--- src/rtl/noc_packetizer_pkg.sv ---
// NoC packetizer shared constants, flit layouts and FSM states.
// Head/tail flits are overlaid on the 128-bit flit as packed structs.
package Noc_parameters;

    localparam int Noc_Data_Width = 128;
    localparam int Noc_X_Size = 3;
    localparam int Noc_Y_Size = 3;
    localparam int Noc_ID_X_Width = 2;
    localparam int Noc_ID_Y_Width = 2;
    localparam int Noc_ID_Width = Noc_ID_X_Width + Noc_ID_Y_Width;
    localparam int Noc_VC_Channel = 4;
    localparam int Noc_VC_Width = $clog2(Noc_VC_Channel);

    localparam int Noc_Point_H = 124;
    localparam int Noc_Source_Point = Noc_Point_H - Noc_ID_Width;
    localparam int Noc_Dest_Point = Noc_Source_Point - Noc_ID_Width;
    localparam int Axi_Type_Point = Noc_Dest_Point - 3;
    localparam int Axi_Pack_Order_Point = Axi_Type_Point - 8;
    localparam int Axi_Len_Point = Axi_Pack_Order_Point - 8;
    localparam int Noc_Point_E = Axi_Len_Point - 4;
    localparam int Less_Byte = Noc_Point_E;
    localparam int Noc_Tail_E_Width = 4;

    localparam logic [3:0] Noc_Head_H = 4'hA;
    localparam logic [3:0] Noc_Head_E = 4'hB;
    localparam logic [3:0] Noc_Tail_H = 4'hC;
    localparam logic [3:0] Noc_Tail_E = 4'hD;

    typedef enum logic [1:0] {
        IDLE,
        HEAD,
        BODY,
        TAIL
    } pkt_state_e;

    typedef struct packed {
        logic [Noc_Data_Width-Noc_Point_H-1:0]         hdr;
        logic [Noc_Point_H-Noc_Source_Point-1:0]       src;
        logic [Noc_Source_Point-Noc_Dest_Point-1:0]    dst;
        logic [Noc_Dest_Point-Axi_Type_Point-1:0]      axi_type;
        logic [Axi_Type_Point-Axi_Pack_Order_Point-1:0] order;
        logic [Axi_Pack_Order_Point-Axi_Len_Point-1:0] len;
        logic [Axi_Len_Point-Noc_Point_E-1:0]          tag;
        logic [Less_Byte-1:0]                          pad;
    } head_flit_t;

    typedef struct packed {
        logic [Noc_Data_Width-Noc_Point_H-1:0]      hdr;
        logic [Noc_Point_H-Noc_Source_Point-1:0]    src;
        logic [Noc_Source_Point-Noc_Dest_Point-1:0] dst;
        logic [Noc_Dest_Point-Noc_Tail_E_Width-1:0] pad;
        logic [Noc_Tail_E_Width-1:0]                tag;
    } tail_flit_t;

endpackage

--- src/rtl/noc_packetizer.sv ---
// Turns a request plus payload beats into head/body/tail NoC flits.
// The flit output is a single register stage with valid/ready backpressure.
module noc_packetizer
    import Noc_parameters::*;
#(
    parameter logic [Noc_ID_X_Width-1:0] SRC_X = '0,
    parameter logic [Noc_ID_Y_Width-1:0] SRC_Y = '0
) (
    input  logic                      clk,
    input  logic                      rst,
    input  logic                      req_valid,
    output logic                      req_ready,
    input  logic [Noc_ID_X_Width-1:0] req_dest_x,
    input  logic [Noc_ID_Y_Width-1:0] req_dest_y,
    input  logic [2:0]                req_type,
    input  logic [7:0]                req_order,
    input  logic [7:0]                req_len,
    input  logic [Noc_VC_Width-1:0]   req_vc,
    input  logic                      data_valid,
    output logic                      data_ready,
    input  logic [Noc_Data_Width-1:0] data,
    output logic                      flit_valid,
    input  logic                      flit_ready,
    output logic [Noc_Data_Width-1:0] flit_data,
    output logic [Noc_VC_Width-1:0]   flit_vc,
    output logic                      err
);

    pkt_state_e state, state_n;
    logic [7:0] cnt, cnt_n;
    logic [Noc_ID_X_Width-1:0] cap_x, cap_x_n;
    logic [Noc_ID_Y_Width-1:0] cap_y, cap_y_n;
    logic [2:0] cap_type, cap_type_n;
    logic [7:0] cap_order, cap_order_n;
    logic [7:0] cap_len, cap_len_n;
    logic [Noc_VC_Width-1:0] cap_vc, cap_vc_n;
    logic fv_n, err_n;
    logic [Noc_Data_Width-1:0] fd_n;
    logic [Noc_VC_Width-1:0] fvc_n;
    logic load_en, bad_dest;
    head_flit_t head_f;
    tail_flit_t tail_f;

    assign load_en = !flit_valid || flit_ready;

    assign bad_dest =
        ({1'b0, req_dest_x} >= (Noc_ID_X_Width + 1)'(Noc_X_Size)) ||
        ({1'b0, req_dest_y} >= (Noc_ID_Y_Width + 1)'(Noc_Y_Size));

    always_comb begin
        head_f = '0;
        head_f.hdr = Noc_Head_H;
        head_f.src = {SRC_X, SRC_Y};
        head_f.dst = {cap_x, cap_y};
        head_f.axi_type = cap_type;
        head_f.order = cap_order;
        head_f.len = cap_len;
        head_f.tag = Noc_Head_E;
        tail_f = '0;
        tail_f.hdr = Noc_Tail_H;
        tail_f.src = {SRC_X, SRC_Y};
        tail_f.dst = {cap_x, cap_y};
        tail_f.tag = Noc_Tail_E;
    end

    always_comb begin
        state_n = state;
        cnt_n = cnt;
        cap_x_n = cap_x;
        cap_y_n = cap_y;
        cap_type_n = cap_type;
        cap_order_n = cap_order;
        cap_len_n = cap_len;
        cap_vc_n = cap_vc;
        fv_n = flit_valid;
        fd_n = flit_data;
        fvc_n = flit_vc;
        err_n = 1'b0;
        req_ready = 1'b0;
        data_ready = 1'b0;
        unique case (state)
            IDLE: begin
                req_ready = 1'b1;
                if (load_en) fv_n = 1'b0;
                if (req_valid) begin
                    cap_x_n = req_dest_x;
                    cap_y_n = req_dest_y;
                    cap_type_n = req_type;
                    cap_order_n = req_order;
                    cap_len_n = req_len;
                    cap_vc_n = req_vc;
                    if (bad_dest) err_n = 1'b1;
                    else state_n = HEAD;
                end
            end
            HEAD: begin
                if (load_en) begin
                    fd_n = head_f;
                    fv_n = 1'b1;
                    fvc_n = cap_vc;
                    cnt_n = '0;
                    state_n = (cap_len != 8'd0) ? BODY : TAIL;
                end
            end
            BODY: begin
                data_ready = load_en;
                if (load_en) begin
                    if (data_valid) begin
                        fd_n = data;
                        fv_n = 1'b1;
                        fvc_n = cap_vc;
                        cnt_n = cnt + 8'd1;
                        if (cnt == cap_len - 8'd1) state_n = TAIL;
                    end else begin
                        fv_n = 1'b0;
                    end
                end
            end
            TAIL: begin
                if (load_en) begin
                    fd_n = tail_f;
                    fv_n = 1'b1;
                    fvc_n = cap_vc;
                    state_n = IDLE;
                end
            end
            default: state_n = IDLE;
        endcase
    end

    always_ff @(posedge clk) begin
        if (rst) begin
            state <= IDLE;
            cnt <= '0;
            cap_x <= '0;
            cap_y <= '0;
            cap_type <= '0;
            cap_order <= '0;
            cap_len <= '0;
            cap_vc <= '0;
            flit_valid <= 1'b0;
            flit_data <= '0;
            flit_vc <= '0;
            err <= 1'b0;
        end else begin
            state <= state_n;
            cnt <= cnt_n;
            cap_x <= cap_x_n;
            cap_y <= cap_y_n;
            cap_type <= cap_type_n;
            cap_order <= cap_order_n;
            cap_len <= cap_len_n;
            cap_vc <= cap_vc_n;
            flit_valid <= fv_n;
            flit_data <= fd_n;
            flit_vc <= fvc_n;
            err <= err_n;
        end
    end

endmodule

--- config.mk ---
export PLATFORM = sky130hd
export DESIGN_NAME = noc_packetizer
export DESIGN_NICKNAME = d
export VERILOG_FILES = /design/src/rtl/noc_packetizer_pkg.sv /design/src/rtl/noc_packetizer.sv
export SDC_FILE = /design/constraint.sdc
export NUM_CORES = 1
export LEC_CHECK = 0
export ABC_CLOCK_PERIOD_IN_PS = 3600
export CORE_MARGIN = 1.5
export CORE_UTILIZATION = 45
export CTS_CLUSTER_DIAMETER = 80
export CTS_CLUSTER_SIZE = 40
export DETAILED_ROUTE_END_ITERATION = 12
export PLACE_DENSITY_LB_ADDON = 0.12
export SYNTH_ARGS = -nofsm -noshare
export SYNTH_HDL_FRONTEND = slang
export SYNTH_SLANG_ARGS = --single-unit
--- constraint.sdc ---
create_clock -name clk -period 3.6 [get_ports clk]
set_input_delay 0.9 -clock clk [delete_from_list [all_inputs] [get_ports clk]]
set_output_delay 0.9 -clock clk [all_outputs]
set_load 0.05 [all_outputs]
==> impl_metrics.toml, run 1 <==
[status]
status = "finished, final reports clean"

[placed_design]
placed_cells = 1245
gp_congestion = 0.805
io_buffer_count = 291
hpwl_um = 14000

[yosys]
async_flop_share_pct = 0
synth_cells = 834
yosysTopAreaCell = "dfxtp_1"
synth-seq-cells = 167
synthMuxAreaShare_pct = 0.300
synth_area_um2 = 6670
synth_fa_ha_area_share_pct = 1.13
synth_cell_types = 46
synthSimpleGateAreaFrac_pct = 26.4
synth_compound_gate_area_share_pct = 15.5
syn_area_per_cell_um2 = 8.00
synth_top_family_by_area = "simple AND/OR/NAND/NOR gates"
synth_area_leaders = "dfxtp_1, a21oi_1, nand2_1"
synth_edf_count = 0
yosysTopAreaCellShare_pct = 50.1
synth_flop_cell = "dfxtp_1"
yosysSeqAreaShare_pct = 50.1
syn_nets = 998
ys_warn_count = 0
synth-xor-area-share_pct = 1.84

[floorplanning]
die_w_um = 125
ios = 292
num_rows = 44
dieArea_um2 = 15600
start_util_pct = 46.1
core_um2 = 14500
die_h_um = 125

[sta]
period_needed_ps = 3150
tns_ps = 0
hold_viol_final = 0
relSlewSlack_pct = 20.0
drv_slew = 0
max_freq_ghz = 0.317
setup_viol = 0
worst_hold_slack_ps = 448
fin_crit_sh_pct = 87.6
rsz0062_at_grt = "no"
worstMarginPinSlew_ps = 1200
finClkSkew_ps = 7.85

[clock_tree]
post_cts_resized = 0
clock_path_buffers = 2
numCtsBuffers = 17
cts_setup_buffers = 0
cts_tree = "yes"
htreeDepth = 4
clkTransAtPathRegs_ps = 60
clock-sinks = 167
cts_hold_buf = 0
clock-root-buffer = "clkbuf_16"
clock_latency_ps = 430

[min_path]
hold_path_depth = 2
min-delay-start = "flit_data[6]"
hold_end = "flit_data[6]"
min_path_type = "register to register"

[critical_path]
reg2reg_slack_ps = 1010
required_ps = 2700
reg2reg_to = "state[0]"
crit_family = "buffers and inverters"
start_kind = "register"
timing.rr.start = "cap_len[3]"
path_cells = "inv_1 -> ha_1 -> clkdlybuf4s50_1"
critPathKind = "register to output port"
critPathSlowestCell = "clkdlybuf4s50_1"
crit_arrival_ps = 2250
cp-end-kind = "output port"
cp_max_fo = 10
crit_path_max_incr_delay_ps = 890
cp_num_buf_inv = 2
rr_worst_depth = 6

[route]
post_drt_via_cell_ratio = 5.35
route.detailed.drc = 0
wirelength_um = 21200
drt_first_pass_iters = 5
via_count = 6828
postRouteAntennaNets = 0
wl_per_cell_um = 16.6
drt_iter0_markers = 497

[layout]
syn_to_final_growth_pct = 53.9
post_route_cells_drive_above_1_share_pct = 5.03
layout.cells.non_filler = 1277
fin_nets = 1244
num_antenna_cells = 0

[run]
maxCapViolCount = 0

[grt]
grt_use_total_pct = 26.9
grt-ovfl-total = 0
grt_use_met2_pct = 44.6
antenna_found_initial = 0
grt_max_degree = 115
use_met1_pct = 31.6
use_met3_pct = 9.11
busiest_layer = "met2"
grt_pass1_vias = 6385
grt_pass1_wl_um = 33400

[power]
power.leakage_uw = 0.00354
powerDensity_nw_per_um2 = 738
ir_worst_vdd_mv = 0.351
## metal layers
metal / part of all wire (%) / routed length [um] / up-vias
met5: 0 / 0 / -
met4: 3.4 / 716 / 0
met3: 8.2 / 1730 / 46
met2: 49 / 10300 / 256
met1: 40 / 8420 / 3162
li1: - / - / 3364
## cells in the final DEF (no fill, tap or decap), drive strengths merged, types with 2 or more instances in the layout
cell and n:
dfxtp 167, xor2 6, bufinv 2, buf 13
or2b 2, nand3 100, and3 3, inv 9
nand2 156, o21ai 5, mux2i 2, a21oi 124
o22ai 2, ha 6, a221oi 5, nor3b 17
a22oi 4, nand4 3, xnor2 8, clkbuf 26
a211oi 27, clkinv 3, nor3 38, or3 3
clkdlybuf4s50 289, nor2 51
## registers in the layout, summed over array words and instances (netlist names)
| signal | flops |
|---|---|
| cap_vc | 2 |
| cap_x | 2 |
| cap_len | 8 |
| flit_vc | 2 |
| cnt | 8 |
| cap_y | 2 |
| flit_data | 128 |
| cap_type | 3 |
| state | 2 |
| flit_valid | 1 |
| cap_order | 8 |
| err | 1 |
## Yosys cell counts (all sizes together) (2+ instances only)
| master | instances |
|---|---|
| ha | 6 |
| a221oi | 5 |
| a22oi | 4 |
| nand4 | 3 |
| nor2 | 51 |
| or2b | 2 |
| o22ai | 2 |
| mux2i | 2 |
| or3 | 3 |
| a211oi | 27 |
| o21ai | 5 |
| nand2 | 156 |
| nor3b | 17 |
| and3 | 3 |
| xnor2 | 8 |
| dfxtp | 167 |
| a21oi | 124 |
| buf | 3 |
| nor3 | 38 |
| xor2 | 6 |
| clkbuf | 72 |
| inv | 9 |
| nand3 | 100 |
## worst max-delay path by stage
stage | start | endpoint | slack, ps | cells after the start
final | state[0] | req_ready | 450 | 3
after global routing | state[0] | req_ready | 350 | 3
after CTS | state[0] | req_ready | 440 | 3
after detailed placement | req_dest_y[1] | state[0] | 460 | 7
after global placement | req_dest_y[0] | state[0] | 450 | 7
after floorplan | flit_ready | data_ready | 1100 | 2
## where the power goes
| part | leakage [uW] | internal, uW | switching, uW |
|---|---|---|---|
| sequential | 0.00136 | 2130 | 159 |
| clock | 0.000303 | 1150 | 725 |
| combinational | 0.00188 | 1080 | 2320 |
| total | 0.00354 | 4370 | 3210 |
## worst register-to-register path, stage by stage (launching register included)
cell and delay (ps):
dfxtp_1 390, or4_4 580, or3_1 380, a2111oi_2 390
o211ai_1 220, mux2i_1 160, a311o_2 360
## cell families (layout without fill, tap and decap cells)
group,count (synthesis),after routing
XOR/XNOR,14,14
buffers and inverters,84,343
flip-flops,167,167
adder cells (fa/ha/maj),6,6
AO/OA/AOI/OAI,177,177
AND/OR/NAND/NOR,384,384
multiplexers,2,2
## layout make-up
cell class	count	area, um^2
well taps	184	230
inverters	9	33.8
multi-input cells	583	3030
repair buffers	302	3020
clock inverters	6	86.3
clock buffers	26	529
fillers	1192	4210
flip-flops and latches	167	3340
## stage by stage
stage / total power, uW / util, % / cell area [um^2] / worst slack (ps)
after global placement: 5720 / 66.7 / 9650 / 453
after CTS: 7620 / 70.9 / 10300 / 438
after detailed placement: 5740 / 66.7 / 9650 / 464
after global routing: 7970 / 70.9 / 10300 / 349
final: 7580 / 70.9 / 10300 / 448
after floorplan: 4630 / - / 6670 / 1100
No activity file was read; power rests on OpenSTA's default activity.
==> run 2, diff against run 1 <==
--- a/config.mk
+++ b/config.mk
@@ -5,7 +5,7 @@
 export SDC_FILE = /design/constraint.sdc
 export NUM_CORES = 1
 export LEC_CHECK = 0
-export ABC_CLOCK_PERIOD_IN_PS = 3600
+export ABC_CLOCK_PERIOD_IN_PS = 4000
 export CORE_MARGIN = 1.5
 export CORE_UTILIZATION = 45
 export CTS_CLUSTER_DIAMETER = 80
@@ -15,3 +15,4 @@
 export SYNTH_ARGS = -nofsm -noshare
 export SYNTH_HDL_FRONTEND = slang
 export SYNTH_SLANG_ARGS = --single-unit
+export TNS_END_PERCENT = 1
==> constraint.sdc (replaced) <==
create_clock -name clk -period 4 [get_ports clk]
set_input_delay 1 -clock clk [delete_from_list [all_inputs] [get_ports clk]]
set_output_delay 1 -clock clk [all_outputs]
set_load 0.05 [all_outputs]
==> run 2 against run 1 <==
  * Register-to-register slack gained 400 ps
  * Sequential share of layout area grew 0.19 points
  * Die area is the same
  * Clock skew grew 5.3 ps
  * Setup slack gained 46 ps
  * Clock-buffer cell count shrank 5
  * Flip-flop and latch count is the same
  * Via count shrank 2.5%
  * Critical path type is now input pin to output port
  * Critical endpoint is now data_ready
  * Largest cell class unchanged
  * Highest routed layer unchanged
==> impl_metrics.toml, run 2 (same netlist as run 1, synthesis figures left out) <==
[grt]
grt_max_degree = 120
antenna_found_initial = 0
grt-ovfl-total = 0
grt_use_total_pct = 26.9
grt_pass1_wl_um = 33400
grt_pass1_vias = 6322

[sta]
fin_crit_sh_pct = 87.7
finClkSkew_ps = 13.2
max_freq_ghz = 0.285
relSlewSlack_pct = 36.5
worstMarginPinSlew_ps = 952
period_needed_ps = 3510
setup_slack_ps = 494
setup_viol = 0
tns_ps = 0
hold_viol_final = 0
rsz0062_at_grt = "no"
drv_slew = 0

[clock_tree]
cts_setup_buffers = 0
numCtsBuffers = 17
clock-root-buffer = "clkbuf_16"
clock_path_buffers = 2
post_cts_resized = 0
clock-sinks = 167
clock_latency_ps = 430
clkTransAtPathRegs_ps = 60
cts_tree = "yes"
htreeDepth = 4
cts_hold_buf = 0

[route]
post_drt_via_cell_ratio = 5.23
route.detailed.drc = 0
postRouteAntennaNets = 0
wirelength_um = 21000
drt_first_pass_iters = 4
via_count = 6656
drt_iter0_markers = 478
wl_per_cell_um = 16.5

[critical_path]
cpMostUsedCell = "clkdlybuf4s50_1"
crit_path_max_incr_delay_ps = 820
cp_num_buf_inv = 2
start_kind = "input pin"
cp_max_fo = 3
worstSetupStartpoint = "flit_ready"
critPathSlowestCell = "clkdlybuf4s50_1"
path_cells = "clkdlybuf4s50_1 -> nor2b_1 -> nor2_1 -> clkdlybuf4s50_1"
timing.rr.start = "state[0]"
cp-end-kind = "output port"
crit_family = "buffers and inverters"
critPathKind = "input pin to output port"
crit_arrival_ps = 2510
required_ps = 3000

[placed_design]
place_ws_ps = 489
hpwl_um = 13900
io_buffer_count = 291
gp_congestion = 0.804
dpl_cell_area_um2 = 9650

[layout]
num_antenna_cells = 0
fin_nets = 1240
largest-register = "flit_data"
post_route_cells_drive_above_1_share_pct = 4.59
largest_reg_flops = 128
regArea_um2 = 3340
fillers = 1177
final_cell_mix = "clkdlybuf4s50_1, dfxtp_1, nand2_1, a21oi_1, nand3_1"
syn_to_final_growth_pct = 53.1
final_area_um2 = 10200
final_common_cell = "clkdlybuf4s50_1"
multi_input_area_um2 = 3030
fin_util_pct = 70.5

[min_path]
min-delay-start = "flit_data[52]"
min_path_type = "register to register"

[floorplanning]
start_util_pct = 46.1
die_w_um = 125
ios = 292
num_rows = 44
core_um2 = 14500
die_h_um = 125
dieArea_um2 = 15600

[power]
finalPower_uw = 6680
ir_worst_vdd_mv = 0.335
power.leakage_uw = 0.00349
powerDensity_nw_per_um2 = 654

[status]
status = "finished, final reports clean"

[run]
maxCapViolCount = 0
-- run 2: changes by cell type in the layout (fill, tap and decap cells not counted), moves of 2 or more --
cell,before,now
clkinvlp_4,1,3
clkbuf_8,7,2
buf_4,11,4
buf_12,2,4
clkinv_2,2,4
-- run 2: area by class of cell --
class,instances,area share (%)
Clock buffer,21,4.51
Clock inverter,11,0.968
Inverter,9,0.331
Multi-Input combinational cell,583,29.7
Sequential cell,167,32.7
Tap cell,184,2.25
Timing Repair Buffer,298,29.5
-- run 2: metal layers --
| metal | share of wire [%] | vias up | track usage (%) |
|---|---|---|---|
| met1 | 41 | 3055 | 32.7 |
| met4 | 2.7 | 0 | 10.8 |
| met2 | 48 | 214 | 43.1 |
| met3 | 8.0 | 35 | 10.1 |
| met5 | 0 | - | 0 |
| li1 | - | 3352 | - |
-- run 2: path summary, 6_finish.rpt --
check | endpoint | slack, ps | depth (start not counted)
worst max register to register | cnt[7] | 1410 | 9
worst min-delay path | flit_data[52] | 450 | 2
worst max-delay path | data_ready | 490 | 4
worst min register to register | flit_data[52] | 450 | 2
-- run 2: per-stage QoR --
stage,cells,hold slack [ps]
after detailed placement,1241,443
final,1273,447
after floorplan,834,432
after global placement,1241,437
after global routing,1273,465
after CTS,1273,451
-- run 2: worst reg2reg max path, delay by kind of cell (launching register included) --
kind          cells  cell delay (ps)
xor+xnor          1              120
fa+ha+maj         1              180
buf+inv           2              830
flops             1              350
mux               1              230
simple gates      4              780
-- run 2: power breakdown --
part	leakage [uW]	switching, uW	internal [uW]	total, uW
logic	0.00187	2070	982	3050
registers	0.00136	145	1920	2070
clock network	0.000269	672	888	1560
total	0.00349	2890	3790	6680
==> run 3, diff against run 2 <==
--- a/config.mk
+++ b/config.mk
@@ -6,12 +6,14 @@
 export NUM_CORES = 1
 export LEC_CHECK = 0
 export ABC_CLOCK_PERIOD_IN_PS = 4000
+export CAP_MARGIN = 20
 export CORE_MARGIN = 1.5
 export CORE_UTILIZATION = 45
 export CTS_CLUSTER_DIAMETER = 80
 export CTS_CLUSTER_SIZE = 40
 export DETAILED_ROUTE_END_ITERATION = 12
 export PLACE_DENSITY_LB_ADDON = 0.12
+export SLEW_MARGIN = 10
 export SYNTH_ARGS = -nofsm -noshare
 export SYNTH_HDL_FRONTEND = slang
 export SYNTH_SLANG_ARGS = --single-unit
==> results of run 3 <==
The final DEF is identical to that of run 2; final timing and power are the same.
